### config.mk
export PLATFORM = sky130hd
export DESIGN_NAME = multicycle_ctrl_fsm
export DESIGN_NICKNAME = d
export VERILOG_FILES = /design/src/rtl/multicycle_ctrl_fsm.sv
export SDC_FILE = /design/constraint.sdc
export NUM_CORES = 1
export LEC_CHECK = 0
export ABC_AREA = 1
export CORE_UTILIZATION = 53
export CTS_CLUSTER_DIAMETER = 80
export CTS_CLUSTER_SIZE = 10
export DETAILED_ROUTE_END_ITERATION = 6
export PLACE_DENSITY = 0.85
export SLEW_MARGIN = 20
export SYNTH_ARGS = -nofsm -noshare
export SYNTH_HDL_FRONTEND = slang
export SYNTH_SLANG_ARGS = --single-unit
### constraint.sdc
create_clock -name clk -period 2.5 [get_ports clk]
set_clock_uncertainty 0.2 [all_clocks]
set_input_delay 0.5 -clock clk [delete_from_list [all_inputs] [get_ports clk]]
set_output_delay 0.5 -clock clk [all_outputs]
set_load 0.01 [all_outputs]
### src/rtl/multicycle_ctrl_fsm.sv
// rtl/multicycle_ctrl_fsm.sv - registered multicycle controller FSM with memory stalls, multiply latency and timeout trap
module multicycle_ctrl_fsm #(
    parameter int MULT_LAT    = 4,
    parameter int MEM_TIMEOUT = 15
) (
    input  logic       clk,
    input  logic       reset_n,
    input  logic [2:0] op_code,
    input  logic       beq_en,
    input  logic       mem_ready,
    input  logic       resume,
    output logic [3:0] state_o,
    output logic       mem_req,
    output logic       instr_done,
    output logic       halted,
    output logic       timeout_err
);

    localparam int MUL_W   = ($clog2(MULT_LAT + 1) < 1) ? 1 : $clog2(MULT_LAT + 1);
    localparam int STALL_W = ($clog2(MEM_TIMEOUT + 1) < 1) ? 1 : $clog2(MEM_TIMEOUT + 1);
    localparam logic [MUL_W-1:0]   MUL_LOAD   = MUL_W'(MULT_LAT - 1);
    localparam logic [STALL_W-1:0] STALL_LAST = STALL_W'(MEM_TIMEOUT - 1);
    localparam bit                 TIMEOUT_EN = (MEM_TIMEOUT != 0);

    typedef enum logic [3:0] {
        FETCH     = 4'd0,
        DECODE    = 4'd1,
        MEM_ADDR  = 4'd2,
        MEM_READ  = 4'd3,
        MEM_WB    = 4'd4,
        MEM_WRITE = 4'd5,
        ALU_EXEC  = 4'd6,
        ALU_WB    = 4'd7,
        SLT       = 4'd8,
        JUMP      = 4'd9,
        BEQ       = 4'd10,
        HALT      = 4'd11,
        ERROR     = 4'd12
    } state_t;

    state_t               state;
    state_t               state_n;
    logic [3:0]           op_q;
    logic [MUL_W-1:0]     mul_cnt;
    logic [STALL_W-1:0]   stall_cnt;
    logic                 stall_wait;
    logic                 timeout_hit;
    logic                 completes;
    logic                 enter_mem;

    always_comb begin
        state_n     = state;
        stall_wait  = 1'b0;
        timeout_hit = 1'b0;
        case (state)
            FETCH: begin
                if (mem_ready) state_n = DECODE;
                else           stall_wait = 1'b1;
            end
            DECODE: begin
                case (op_code)
                    3'b000:                 state_n = HALT;
                    3'b001, 3'b010, 3'b011: state_n = ALU_EXEC;
                    3'b100, 3'b101:         state_n = MEM_ADDR;
                    3'b110:                 state_n = SLT;
                    default:                state_n = beq_en ? BEQ : JUMP;
                endcase
            end
            MEM_ADDR: state_n = ((op_q == 4'b1010) || (op_q == 4'b1011)) ? MEM_WRITE : MEM_READ;
            MEM_READ: begin
                if (mem_ready) state_n = MEM_WB;
                else           stall_wait = 1'b1;
            end
            MEM_WRITE: begin
                if (mem_ready) state_n = FETCH;
                else           stall_wait = 1'b1;
            end
            ALU_EXEC: begin
                if (mul_cnt == '0) state_n = ALU_WB;
            end
            MEM_WB, ALU_WB, SLT, JUMP, BEQ: state_n = FETCH;
            HALT: begin
                if (resume) state_n = FETCH;
            end
            ERROR:   state_n = ERROR;
            default: state_n = ERROR;
        endcase

        // The limit cycle only traps when memory is still not ready.
        if (TIMEOUT_EN && stall_wait && (stall_cnt == STALL_LAST)) begin
            state_n     = ERROR;
            timeout_hit = 1'b1;
        end
    end

    always_comb begin
        completes = 1'b0;
        if (state_n == FETCH) begin
            case (state)
                MEM_WB, MEM_WRITE, ALU_WB, SLT, JUMP, BEQ: completes = 1'b1;
                default:                                   completes = 1'b0;
            endcase
        end
        enter_mem = (state_n != state) &&
                    ((state_n == FETCH) || (state_n == MEM_READ) || (state_n == MEM_WRITE));
    end

    always_ff @(posedge clk or negedge reset_n) begin
        if (!reset_n) begin
            state       <= FETCH;
            op_q        <= '0;
            mul_cnt     <= '0;
            stall_cnt   <= '0;
            instr_done  <= 1'b0;
            timeout_err <= 1'b0;
        end else begin
            state      <= state_n;
            instr_done <= completes;
            if (timeout_hit) timeout_err <= 1'b1;

            if (state == DECODE) op_q <= {op_code, beq_en};

            // Loaded on entry so ALU_EXEC lasts count+1 cycles.
            if ((state == DECODE) && (state_n == ALU_EXEC))
                mul_cnt <= (op_code == 3'b011) ? MUL_LOAD : '0;
            else if ((state == ALU_EXEC) && (mul_cnt != '0))
                mul_cnt <= mul_cnt - MUL_W'(1);

            if (enter_mem)
                stall_cnt <= '0;
            else if (stall_wait && (stall_cnt != '1))
                stall_cnt <= stall_cnt + STALL_W'(1);
        end
    end

    assign state_o = state;
    assign mem_req = (state == FETCH) || (state == MEM_READ) || (state == MEM_WRITE);
    assign halted  = (state == HALT);

endmodule

==> flow_metrics.py, run 1 <==
metrics = {
    "status": {
        "status": "complete, no violations",
    },
    "final_layout": {
        "diodes": 0,
        "final_cell_mix": "nand2_1 (39), inv_1 (25), nand3_1 (22)",
        "fin_nets": 201,
        "syn2layout_area_growth_pct": 21.6,
        "fin_cells": 214,
        "drive_above_1_share_pct": 15.0,
        "fillers": 173,
        "final_common_cell": "nand2_1",
    },
    "timing": {
        "hold_violations": 0,
        "period_share_pct": 95.7,
        "tightestPinTransition_ns": 0.851,
        "rsz0062_at_grt": "false",
        "finalSetupViolCount": 0,
        "slew_headroom_pct": 42.5,
        "setup_slack_ns": 0.107,
        "slew_violations": 0,
        "clock.fmax_ghz": 0.418,
        "tns_ns": 0,
        "finalCriticalPeriod_ns": 2.39,
    },
    "clock_network": {
        "cts.sinks": 16,
        "htreeDepth": 1,
        "cts_buffers": 3,
        "clk_latency_ns": 0.29,
        "cts-root-buf": "clkbuf_4",
        "postCtsHoldBufs": 0,
        "cts_tree": "built",
        "clockBufferDepth": 2,
        "path_clk_slew_ns": 0.09,
    },
    "yosys": {
        "synth.top_cell.area_share_pct": 35.0,
        "synth_nets": 177,
        "yosys.area_share.simple_pct": 40.0,
        "synth_top_family_by_area": "simple AND/OR/NAND/NOR gates",
        "yosysTopAreaCell": "dfrtp_1",
        "synthMuxAreaShare_pct": 0,
        "synth_fa_ha_area_share_pct": 4.38,
        "ys_seq_area_share_pct": 35.0,
        "synth-compound-area-share_pct": 7.23,
        "synth_area_um2": 1140,
        "synth_cell_types": 23,
        "synthXorXnorAreaFrac_pct": 3.83,
        "ys_ff_latch": 16,
        "synth_cells": 165,
        "ys_warn_count": 0,
        "syn_avg_cell_area_um2": 6.92,
        "netlist_top_cells_area": "dfrtp_1 (35%), nand2_1 (13%), nand3_1 (9.6%)",
    },
    "power_and_ir_drop": {
        "leakage_nw": 0.724,
        "powerDensity_nw_per_um2": 1100,
        "ir_worst_vdd_uv": 640,
    },
    "critical_path": {
        "worstPathArrival_ns": 1.69,
        "crit_type": "flop to output port",
        "required_ns": 1.80,
        "path_max_fanout": 6,
        "start_kind": "flop",
        "end_kind": "output port",
    },
    "floorplanning": {
        "fp-row-count": 16,
        "ios": 16,
        "die_w_um": 48.4,
        "die_h_um": 48.4,
        "initial_utilization_pct": 57.1,
        "fp.coreArea_um2": 2000,
        "die_area_um2": 2340,
    },
    "routing": {
        "wl_um": 2440,
        "drc": 0,
        "drt_pre_antenna_iters": 4,
        "postRouteAntennaNets": 0,
        "drtIter0Drc": 45,
        "vias": 1118,
        "viasPerCell": 5.22,
        "wl_per_cell_um": 11.4,
    },
    "placed_design": {
        "gp_congestion": 0.900,
        "dp_hpwl_um": 1830,
        "dpl.cell_count": 208,
        "post-place-ws_ns": 0.0601,
        "port_buffers": 15,
    },
    "global_route": {
        "grt-ovfl-total": 0,
        "grt_usage_pct": 23.8,
        "antenna_found_initial": 0,
        "grt_pass1_wl_um": 4360,
        "grt_pass1_vias": 1031,
        "grt_max_degree": 17,
    },
    "min_path": {
        "hp-class": "flop to flop",
    },
    "flow_run": {
        "cap_viol_max_count": 0,
    },
}
[cells by family after synthesis]
| family | Yosys count |
|---|---|
| XOR/XNOR | 5 |
| AO/OA/AOI/OAI | 15 |
| buffers and inverters | 29 |
| adder cells (fa/ha/maj) | 4 |
| flip-flops | 16 |
| AND/OR/NAND/NOR | 96 |
[per-layer routing]
metal / part of all wire, % / GRT usage [%] / vias up
met5: 0 / 0 / -
met4: 2.1 / 10.3 / 0
met3: 3.9 / 3.77 / 7
met2: 45 / 38.5 / 36
met1: 49 / 31.7 / 502
li1: - / - / 573
[report_power, final]
| group | switching, mW | internal [mW] | total, mW |
|---|---|---|---|
| registers | 0.105 | 0.360 | 0.465 |
| logic | 0.546 | 0.378 | 0.925 |
| clock network | 0.0810 | 0.0561 | 0.137 |
[final timing paths]
check                                  from  cells after the start           end  slack [ns]
max in group asynchronous           reset_n                      2    state_o[3]        1.57
worst max-delay path             state_o[3]                      4       mem_req        0.11
worst max register to register   state_o[3]                     12  stall_cnt[2]        0.39
min in group asynchronous           reset_n                      2    instr_done        0.32
worst min register to register  timeout_err                      2   timeout_err        0.28
worst min-delay path            timeout_err                      2   timeout_err        0.28
[metrics by stage]
| step | hold slack [ns] | area (um^2) | power (mW) | util (%) |
|---|---|---|---|---|
| 6_report | 0.282 | 1390 | 1.53 | 69.4 |
| 5_1_grt | 0.326 | 1390 | 1.68 | 69.4 |
| 4_1_cts | 0.290 | 1360 | 1.49 | 68.1 |
| 3_5_place_dp | 0.255 | 1330 | 1.34 | 66.6 |
| 3_3_place_gp | 0.250 | 1330 | 1.32 | 66.6 |
| 2_1_floorplan | 0.00441 | 1140 | 1.09 | - |
[critical path, cell delays in order (launching register included)]
cell and delay (ns):
dfrtp_2 0.49, nor2_4 0.18, nand2_1 0.08, nand3_2 0.10
clkdlybuf4s50_1 0.54
[timing repair]
action / CTS / global route
buffers inserted: 0 / 3
setup endpoints to repair: 1 / 2
pin swaps: 0 / 1
resized for setup: 2 / 4
[flip-flops by register name, indices dropped and copies added (netlist names)]
signal       count
stall_cnt        4
state_o          4
mul_cnt          3
op_q             3
instr_done       1
timeout_err      1
[cells in the mapped netlist]
cell type  instances
nor2_1            18
dfrtp_1           16
ha_1               4
nor2_4             1
nand3_2            2
nor3_1             1
o21ai_0            8
a21oi_1            3
nand3_1           22
nand2_1           39
o21ai_1            1
o311ai_0           1
nor2_2             6
nand4_1            2
nand3b_1           1
inv_1             26
a31oi_1            1
o31ai_1            1
xor2_1             4
xnor2_1            1
nand3b_4           1
nand2_2            3
inv_2              3
[layout make-up]
| class | instances | area [um^2] | share of cell area [%] |
|---|---|---|---|
| multi-input cells | 120 | 638 | 45.9 |
| flip-flops and latches | 16 | 405 | 29.2 |
| repair buffers | 19 | 180 | 13.0 |
| inverters | 29 | 109 | 7.84 |
| well taps | 27 | 33.8 | 2.43 |
| clock buffers | 3 | 22.5 | 1.62 |
No activity file was read; power rests on OpenSTA's default activity.
==> inputs of run 2 (changes only) <==
--- a/config.mk
+++ b/config.mk
@@ -6,6 +6,7 @@
 export NUM_CORES = 1
 export LEC_CHECK = 0
 export ABC_AREA = 1
+export CAP_MARGIN = 15
 export CORE_UTILIZATION = 53
 export CTS_CLUSTER_DIAMETER = 80
 export CTS_CLUSTER_SIZE = 10
==> results of run 2 <==
Same layout as run 1: the final DEF is identical, and so are final timing and power.
